**src/rtl/life_gen_ctrl.sv**
```systemverilog
// life_gen_ctrl: sequences Game of Life (B3/S23) generations on an X*Y board.
// Owns the circulating board shift register (data_o) and the cell counter
// (cnt_o) that drive life_neighbour, folds the nine neighbourhood bits into
// the next-generation cell and commits a whole generation at a time.
//
// Request contract: load_i and start_i are single-cycle requests that are
// accepted only while busy_o is low (busy_o is the inverted ready). A request
// presented while busy_o is high is dropped, never queued, and has no side
// effect. When both arrive in the same idle cycle, load_i wins and start_i is
// dropped. stop_i is only meaningful while busy_o is high.
module life_gen_ctrl #(
  parameter int X     = 8,
  parameter int Y     = 8,
  parameter int LOG2X = 3,
  parameter int LOG2Y = 3,
  parameter int GW    = 16
) (
  input  logic                   clk_i,
  input  logic                   rst_i,
  input  logic                   load_i,
  input  logic [X*Y-1:0]         load_data_i,
  input  logic                   start_i,
  input  logic [GW-1:0]          num_gens_i,
  input  logic                   stop_i,
  output logic [X*Y-1:0]         data_o,
  output logic [LOG2X+LOG2Y-1:0] cnt_o,
  input  logic                   nb_c_i,
  input  logic                   nb_l_i,
  input  logic                   nb_r_i,
  input  logic                   nb_u_i,
  input  logic                   nb_d_i,
  input  logic                   nb_lu_i,
  input  logic                   nb_ld_i,
  input  logic                   nb_ru_i,
  input  logic                   nb_rd_i,
  output logic [X*Y-1:0]         board_o,
  output logic                   busy_o,
  output logic                   done_o,
  output logic                   stable_o,
  output logic [LOG2X+LOG2Y:0]   pop_o,
  output logic [GW-1:0]          gen_count_o,
  output logic [1:0]             state_o
);

  localparam int N  = X * Y;
  localparam int CW = LOG2X + LOG2Y;

  typedef enum logic [1:0] {
    S_IDLE   = 2'd0,
    S_SCAN   = 2'd1,
    S_COMMIT = 2'd2
  } state_e;

  state_e          state_q,     state_d;
  logic [N-1:0]    data_q,      data_d;
  logic [N-1:0]    next_sr_q,   next_sr_d;
  logic [N-1:0]    board_q,     board_d;
  logic [CW-1:0]   cnt_q,       cnt_d;
  logic [CW:0]     pop_q,       pop_d;
  logic [CW:0]     pop_acc_q,   pop_acc_d;
  logic [GW-1:0]   gen_count_q, gen_count_d;
  logic [GW-1:0]   gens_left_q, gens_left_d;
  logic            stop_seen_q, stop_seen_d;
  logic            stable_q,    stable_d;
  logic            done_q,      done_d;

  logic [3:0]      nb_sum;
  logic            cell_new;
  logic            last_cell;
  logic            board_same;
  logic            finish_run;
  logic [CW:0]     load_pop;

  // Live-cell count of an arbitrary board, used when a new board is loaded.
  function automatic logic [CW:0] popcount(input logic [N-1:0] v);
    logic [CW:0] s;
    s = '0;
    for (int i = 0; i < N; i++) begin
      s = s + {{CW{1'b0}}, v[i]};
    end
    return s;
  endfunction

  // Neighbour sum, B3/S23 rule and the end-of-generation decision.
  always_comb begin
    nb_sum     = 4'(nb_l_i)  + 4'(nb_r_i)  + 4'(nb_u_i)  + 4'(nb_d_i) +
                 4'(nb_lu_i) + 4'(nb_ld_i) + 4'(nb_ru_i) + 4'(nb_rd_i);
    cell_new   = (nb_sum == 4'd3) | (nb_c_i & (nb_sum == 4'd2));
    last_cell  = (cnt_q == CW'(N - 1));
    board_same = (next_sr_q == board_q);
    // stop_i in the commit cycle itself also counts as seen during the run.
    finish_run = (gens_left_q == GW'(1)) | stop_seen_q | stop_i | board_same;
    load_pop   = popcount(load_data_i);
  end

  // Next-state and datapath updates; every register holds unless its state acts.
  always_comb begin
    state_d     = state_q;
    data_d      = data_q;
    next_sr_d   = next_sr_q;
    board_d     = board_q;
    cnt_d       = cnt_q;
    pop_d       = pop_q;
    pop_acc_d   = pop_acc_q;
    gen_count_d = gen_count_q;
    gens_left_d = gens_left_q;
    stop_seen_d = stop_seen_q;
    stable_d    = stable_q;
    done_d      = 1'b0;

    unique case (state_q)
      S_IDLE: begin
        if (load_i) begin
          // data is kept rotated so that the cell at index cnt sits in the MSB.
          board_d     = load_data_i;
          data_d      = {load_data_i[0], load_data_i[N-1:1]};
          gen_count_d = '0;
          stable_d    = 1'b0;
          pop_d       = load_pop;
        end else if (start_i) begin
          gens_left_d = (num_gens_i == '0) ? GW'(1) : num_gens_i;
          cnt_d       = '0;
          next_sr_d   = '0;
          pop_acc_d   = '0;
          stop_seen_d = 1'b0;
          state_d     = S_SCAN;
        end
      end

      S_SCAN: begin
        // After N shifts the cell computed at cnt=0 lands in bit 0.
        next_sr_d = {cell_new, next_sr_q[N-1:1]};
        pop_acc_d = pop_acc_q + {{CW{1'b0}}, cell_new};
        data_d    = {data_q[0], data_q[N-1:1]};
        cnt_d     = cnt_q + CW'(1);
        if (stop_i) begin
          stop_seen_d = 1'b1;
        end
        if (last_cell) begin
          state_d = S_COMMIT;
        end
      end

      S_COMMIT: begin
        board_d     = next_sr_q;
        data_d      = {next_sr_q[0], next_sr_q[N-1:1]};
        cnt_d       = '0;
        stable_d    = board_same;
        pop_d       = pop_acc_q;
        gen_count_d = gen_count_q + GW'(1);
        gens_left_d = gens_left_q - GW'(1);
        if (finish_run) begin
          state_d     = S_IDLE;
          done_d      = 1'b1;
          stop_seen_d = 1'b0;
        end else begin
          state_d   = S_SCAN;
          next_sr_d = '0;
          pop_acc_d = '0;
        end
      end

      default: begin
        state_d = S_IDLE;
      end
    endcase
  end

  // State register; reset aborts any run immediately without committing.
  always_ff @(posedge clk_i) begin
    if (rst_i) begin
      state_q     <= S_IDLE;
      data_q      <= '0;
      next_sr_q   <= '0;
      board_q     <= '0;
      cnt_q       <= '0;
      pop_q       <= '0;
      pop_acc_q   <= '0;
      gen_count_q <= '0;
      gens_left_q <= '0;
      stop_seen_q <= 1'b0;
      stable_q    <= 1'b0;
      done_q      <= 1'b0;
    end else begin
      state_q     <= state_d;
      data_q      <= data_d;
      next_sr_q   <= next_sr_d;
      board_q     <= board_d;
      cnt_q       <= cnt_d;
      pop_q       <= pop_d;
      pop_acc_q   <= pop_acc_d;
      gen_count_q <= gen_count_d;
      gens_left_q <= gens_left_d;
      stop_seen_q <= stop_seen_d;
      stable_q    <= stable_d;
      done_q      <= done_d;
    end
  end

  // Output mapping; busy is a pure decode of the state.
  always_comb begin
    data_o      = data_q;
    cnt_o       = cnt_q;
    board_o     = board_q;
    busy_o      = (state_q != S_IDLE);
    done_o      = done_q;
    stable_o    = stable_q;
    pop_o       = pop_q;
    gen_count_o = gen_count_q;
    state_o     = state_q;
  end

endmodule

```
**config.mk**
```make
export PLATFORM = sky130hd
export DESIGN_NAME = life_gen_ctrl
export DESIGN_NICKNAME = d
export VERILOG_FILES = /design/src/rtl/life_gen_ctrl.sv
export SDC_FILE = /design/constraint.sdc
export NUM_CORES = 1
export LEC_CHECK = 0
export ABC_AREA = 1
export CAP_MARGIN = 20
export CORE_ASPECT_RATIO = 0.7
export CORE_MARGIN = 2
export CORE_UTILIZATION = 55
export DETAILED_ROUTE_END_ITERATION = 7
export GPL_ROUTABILITY_DRIVEN = 1
export PLACE_DENSITY_LB_ADDON = 0.25
export RECOVER_POWER = 100
export SETUP_SLACK_MARGIN = 0.1
export SLEW_MARGIN = 10
export SYNTH_ARGS = -nofsm -noshare
export SYNTH_HDL_FRONTEND = slang
export SYNTH_SLANG_ARGS = --single-unit
export TNS_END_PERCENT = 20
```
**constraint.sdc**
```tcl
create_clock -name clk_i -period 14.5 [get_ports clk_i]
set_clock_uncertainty 0.2 [all_clocks]
set_input_delay 2.9 -clock clk_i [delete_from_list [all_inputs] [get_ports clk_i]]
set_output_delay 2.9 -clock clk_i [all_outputs]
set_load 0.03 [all_outputs]
```
* Word-level counts from Yosys, hierarchy flattened
Cells that the tools add are included.
** Cells by class
- Add/subtract/negate cells :: 74
- Eq/ne operators :: 14
- Multiplexer cells :: 36
- Bitwise operators :: 6
- Reduce and logical (&&, ||, !) cells :: 13
** Operators by type and width (number)
- 7-bit by 1-bit adder with 7-bit output :: 58
- 64-bit case mux with 3 select lines :: 2
- 64-bit two-way mux :: 5
- 64-bit case mux with 2 select lines :: 1
- 64-bit equality test :: 1
- 16-bit two-way mux :: 4
- 16-bit case mux with 2 select lines :: 2
- 7-bit two-way mux :: 4
- 7-bit case mux with 3 select lines :: 1
- 6-bit case mux with 3 select lines :: 1
- 16-bit by 1-bit adder with 16-bit output, second input constant :: 1
- 4-bit by 1-bit adder with 4-bit output :: 4
- 16-bit by 1-bit equality test with 1-bit output, second input constant :: 1
- 16-bit zero test :: 1
- 16-bit by 1-bit subtractor with 16-bit output, second input constant :: 1
- 2-bit inequality test, second input constant :: 7
- 7-bit case mux with 2 select lines :: 1
- 6-bit two-way mux :: 2
- 3-bit AND reduction :: 3
- 3-bit by 1-bit adder with 4-bit output :: 2
- 4-bit by 2-bit equality test with 1-bit output, second input constant :: 2
- 6-bit by 1-bit adder with 7-bit output :: 1
- 1-bit two-way mux :: 7
- 2-bit by 1-bit adder with 3-bit output :: 2
- 21 further kinds :: 29
** Storage, ports and cells
- Register bits after elaboration :: 249
- Output and inout port bits :: 162
- Logic and storage cells :: 155

* Longest topological paths before layout
- Depth after elaboration :: 65
- Mapped depth :: 23
- Gate-level depth less buffers :: 23

* Worst setup path before layout
Ideal clock, no wire load.
- Path type :: input port to flip-flop
- From :: input load_data_i[35]
- To :: register pop_q[6], in the netlist pop_o[6]
- Library setup time :: 132 ps
- Arrival :: 8220 ps
- Required time :: 14168 ps
- Path slack :: 5948 ps
- Stages on the path :: 23
- Path through :: inv_1 -> fa_1 -> inv_1 -> fa_1 -> fa_1 -> inv_1 -> fa_1 -> inv_1 -> fa_1 -> fa_1 -> fa_1 -> inv_1 -> fa_1 -> inv_1 -> fa_1 -> nand2_1 -> nand2_1 -> a21oi_1 -> nor2_1 -> nor2_1 -> o21ai_0 -> o211ai_1 -> a21oi_1
** Between the ends
- Word-level cells in the longest chain between the ends :: 31
** RTL lines
- start, declared :: line 21 : input logic [X*Y-1:0] load_data_i,
- 7-bit by 1-bit adder with 7-bit output (29 in a row) :: line 79 : s = s + {{CW{1'b0}}, v[i]};
- 7-bit two-way mux :: line 113 : if (load_i) begin
- 7-bit case mux with 2 select lines :: line 111 : unique case (state_q)
- end signal, assigned :: line 190 : pop_q <= pop_d;
- end, declared :: line 59 : logic [CW:0] pop_q, pop_d;
Every way passes these cells. The select of a mux whose other input is x is not followed.
A chain may end at the register's enable or synchronous reset.

* Worst setup path after layout
Ends and elaborated chain as after synthesis.

==> run_results.csv <==
group,metric,value,unit
status,status,"finished, violations left",
status,violations,"max-capacitance violations, max-slew violations",
setup_path,cp_slowest_cell,"fa_1",
global_routing,use_met3,6.56,%
placed_design,port_buffers,255,
floorplanning,dieArea,0.0281,mm²
setup_path,critPathMostFrequentCell,"fa_1",
min_path,holdPathStages,2,
logic_synthesis,synth_area_leaders,"dfxtp_1 (34%), nand2_1 (18%), fa_1 (7.9%)",
sta,fmax,0.108,GHz
logic_synthesis,synth.avg_cell_area,6.62,µm²
sta,whs,0.272,ns
sta,setup_viol,0,
logic_synthesis,syn_nets,2402,
cells_and_area,post-route-util,68.6,%
logic_synthesis,synth_most_common_cell,"nand2_1",
cts,cts-hold-fix-buffers,0,
placed_design,hpwl,31800,µm
floorplanning,num_rows,50,
setup_path,crit_chain,"dlygate4sd3_1 -> inv_1 -> fa_1 -> inv_1 -> fa_1 -> fa_1 -> inv_1 -> fa_1 -> inv_1 -> fa_1 -> fa_1 -> fa_1 -> inv_1 -> fa_1 -> inv_1 -> fa_1 -> nand2_1 -> nand2_1 -> a21oi_1 -> nor2_1 -> nor2_1 -> o21ai_0 -> o211ai_1 -> a21oi_1",
global_routing,grt_max_degree,88,
floorplanning,core,0.0265,mm²
setup_path,worst_setup_path_end_kind,"flip-flop",
global_routing,grt_pass1_vias,14200,
global_routing,met2_usage,51.1,%
cts,cts_tree,"done",
sta,rsz0062_at_grt,"no",
route,drc_errors,0,
global_routing,gr-total-overflow,0,
route,detail_route.vias_per_cell,5.53,
cts,root_buffer,"clkbuf_16",
global_routing,grt_usage,33.4,%
sta,min_period,9.28,ns
floorplanning,die-width,199,µm
setup_path,path_max_fanout,3,
placed_design,globalplace.congestion,0.888,
floorplanning,io-pin-count,256,
sta,relSlewSlack,-183,%
floorplanning,initial_core_util,55.4,%
cells_and_area,nFillCells,2289,
logic_synthesis,yosysWarnings,0,
power,p_leak,8.04,nW
power,fin_total_pwr,5.29,mW
cts,cts_sinks,249,
cts,cts_buffer_depth,3,
floorplanning,die_height,141,µm
route,drt-pass1-iter-count,6,
power,p_per_area,291,mW/mm²
logic_synthesis,postSynthCellCount,2222,
route,wire_per_inst,17.0,µm
route,ant_nets,0,
logic_synthesis,synth_commonest_cells,"nand2_1 (716), dfxtp_1 (249), inv_1 (214)",
route,vias,15400,
setup_path,critPathLaunchType,"primary input",
power,comb_power_share,63.7,%
logic_synthesis,synth_area_leader_cell,"dfxtp_1",
setup_path,worstPathRequired,14.53,ns
logic_synthesis,synthArstFlopShare,0,%
power,vdd_ir_drop_max,0.394,mV
setup_path,crit_path_max_incr_delay,0.62,ns
route,drt-total-wl,47200,µm
global_routing,met1_usage,48.2,%
setup_path,worst-setup-path-type,"in2reg",
setup_path,cp.arrival,9.31,ns
cts,cts_resized,0,
power,p_seq_share,22.6,%
cts,worstSkewPairLatency,0.55,ns
power,cellInternalPower,2.59,mW
cts,post_cts_buffers,0,
global_routing,grt_pass1_wl,75000,µm
flow_run,cap_viol_max_count,8,
route,drt_iter0_markers,1581,
sta,drv_slew,470,
cells_and_area,areaGrowthSynthToFinish,23.8,%
cts,htreeDepth,1,
power,power_switching_share,51.1,%
sta,tns,0,ns
logic_synthesis,synth_cell_types,34,
logic_synthesis,ys_ff_latch,249,
global_routing,grt-busiest-layer,"met2",
logic_synthesis,synth_ff_type,"dfxtp_1",
global_routing,antenna_found_initial,0,
setup_path,cp.buffers_inverters,7,
setup_path,ff2ff_path_depth,9,
sta,finalCritPeriodShare,64.0,%
cts,cts_buffers,27,
logic_synthesis,yosysSeqAreaShare,33.9,%
cells_and_area,finalNetCount,2571,
power,pwr-share-clk,13.7,%
min_path,hold_path_class,"reg2reg",
setup_path,crit_cells,24,
logic_synthesis,synth_edf_count,0,
sta,hold_viol,0,
setup_path,crit_family,"adder cells",
power,power_switching,2.70,mW
logic_synthesis,syn_area,0.0147,mm²
logic_synthesis,synth_top_area_share,33.9,%
sta,worst_pin_slew,4.24,ns
cts,clk_pin_slew,0.07,ns
cells_and_area,num_antenna_cells,0,
cells_and_area,drive_above_1_share,5.02,%
worst paths after layout:
path                                  endpoint  slack [ns]             from
worst min register to register  gens_left_q[5]        0.27   gens_left_q[5]
worst max-delay path                  pop_o[6]        5.22  load_data_i[35]
worst min-delay path            gens_left_q[5]        0.27   gens_left_q[5]
worst max register to register    pop_acc_q[4]        8.45       state_o[0]
cells in the final DEF (no fill, tap or decap), types with 44 or more instances in the layout:
cell type        instances
dfxtp_1                249
nand2_1                718
a31oi_1                 59
a21oi_1                144
nor2_1                 171
inv_2                   52
dlygate4sd3_1          166
inv_1                  213
o211ai_1                44
nand3_1                113
fa_1                    58
o21ai_0                178
clkdlybuf4s50_1         88
layout make-up:
| cell class | count | area (µm²) | share of cell area, % |
|---|---|---|---|
| Tap cell | 364 | 455 | 2.50 |
| Clock inverter | 12 | 144 | 0.790 |
| Multi-Input combinational cell | 1572 | 8190 | 45.0 |
| Timing Repair Buffer | 270 | 2640 | 14.5 |
| Inverter | 271 | 1020 | 5.59 |
| Sequential cell | 249 | 4980 | 27.4 |
| Clock buffer | 37 | 773 | 4.25 |
per-stage QoR:
stage | setup WS, ns | instances | instance area [µm²]
floorplan | 5.95 | 2222 | 14700
global placement | 5.08 | 2726 | 17300
detailed placement | 4.92 | 2726 | 17300
CTS | 5.47 | 2775 | 18200
global route | 5.00 | 2775 | 18200
finish | 5.22 | 2775 | 18200
state kept, by name, indices dropped and copies added, names as in the netlist:
register	flops
done_o	1
cnt_o	6
board_o	64
stable_o	1
next_sr_q	64
data_o	64
gen_count_o	16
state_o	2
gens_left_q	16
pop_o	7
pop_acc_q	7
stop_seen_q	1
worst register-to-register path, cell delays in order, from the launching register on:
cell and delay [ns]:
dfxtp_1 0.50, inv_1 0.15, ha_4 0.19, inv_1 0.17, o21ai_0 0.23, nor2_4 0.12
clkbuf_1 1.45, nand2_1 2.13, nand2_1 0.44, a21oi_1 0.12
routing by layer:
metal / vias up / share of wire, %
li1: 7396 / -
met1: 7126 / 44
met2: 763 / 43
met3: 72 / 10
met4: 0 / 2.4
met5: - / 0
power by group through the flow:
stage               combinational [mW]  clock, mW  sequential [mW]
floorplan                         2.10          0             1.43
global placement                  3.22          0             1.19
detailed placement                3.36          0             1.20
CTS                               3.39      0.729             1.19
global route                      3.80      0.755             1.23
finish                            3.37      0.726             1.20
kinds of logic (layout without fill, tap and decap cells):
| kind of cell | after synthesis | count (layout) | synth area share [%] |
|---|---|---|---|
| xor+xnor | 18 | 18 | 1.07 |
| compound gates | 435 | 435 | 16.3 |
| flops | 249 | 249 | 33.9 |
| simple gates | 1033 | 1033 | 27.9 |
| fa+ha+maj | 86 | 86 | 10.3 |
| buf+inv | 401 | 590 | 10.6 |
Note: power is estimated with default switching activity, not from simulation.
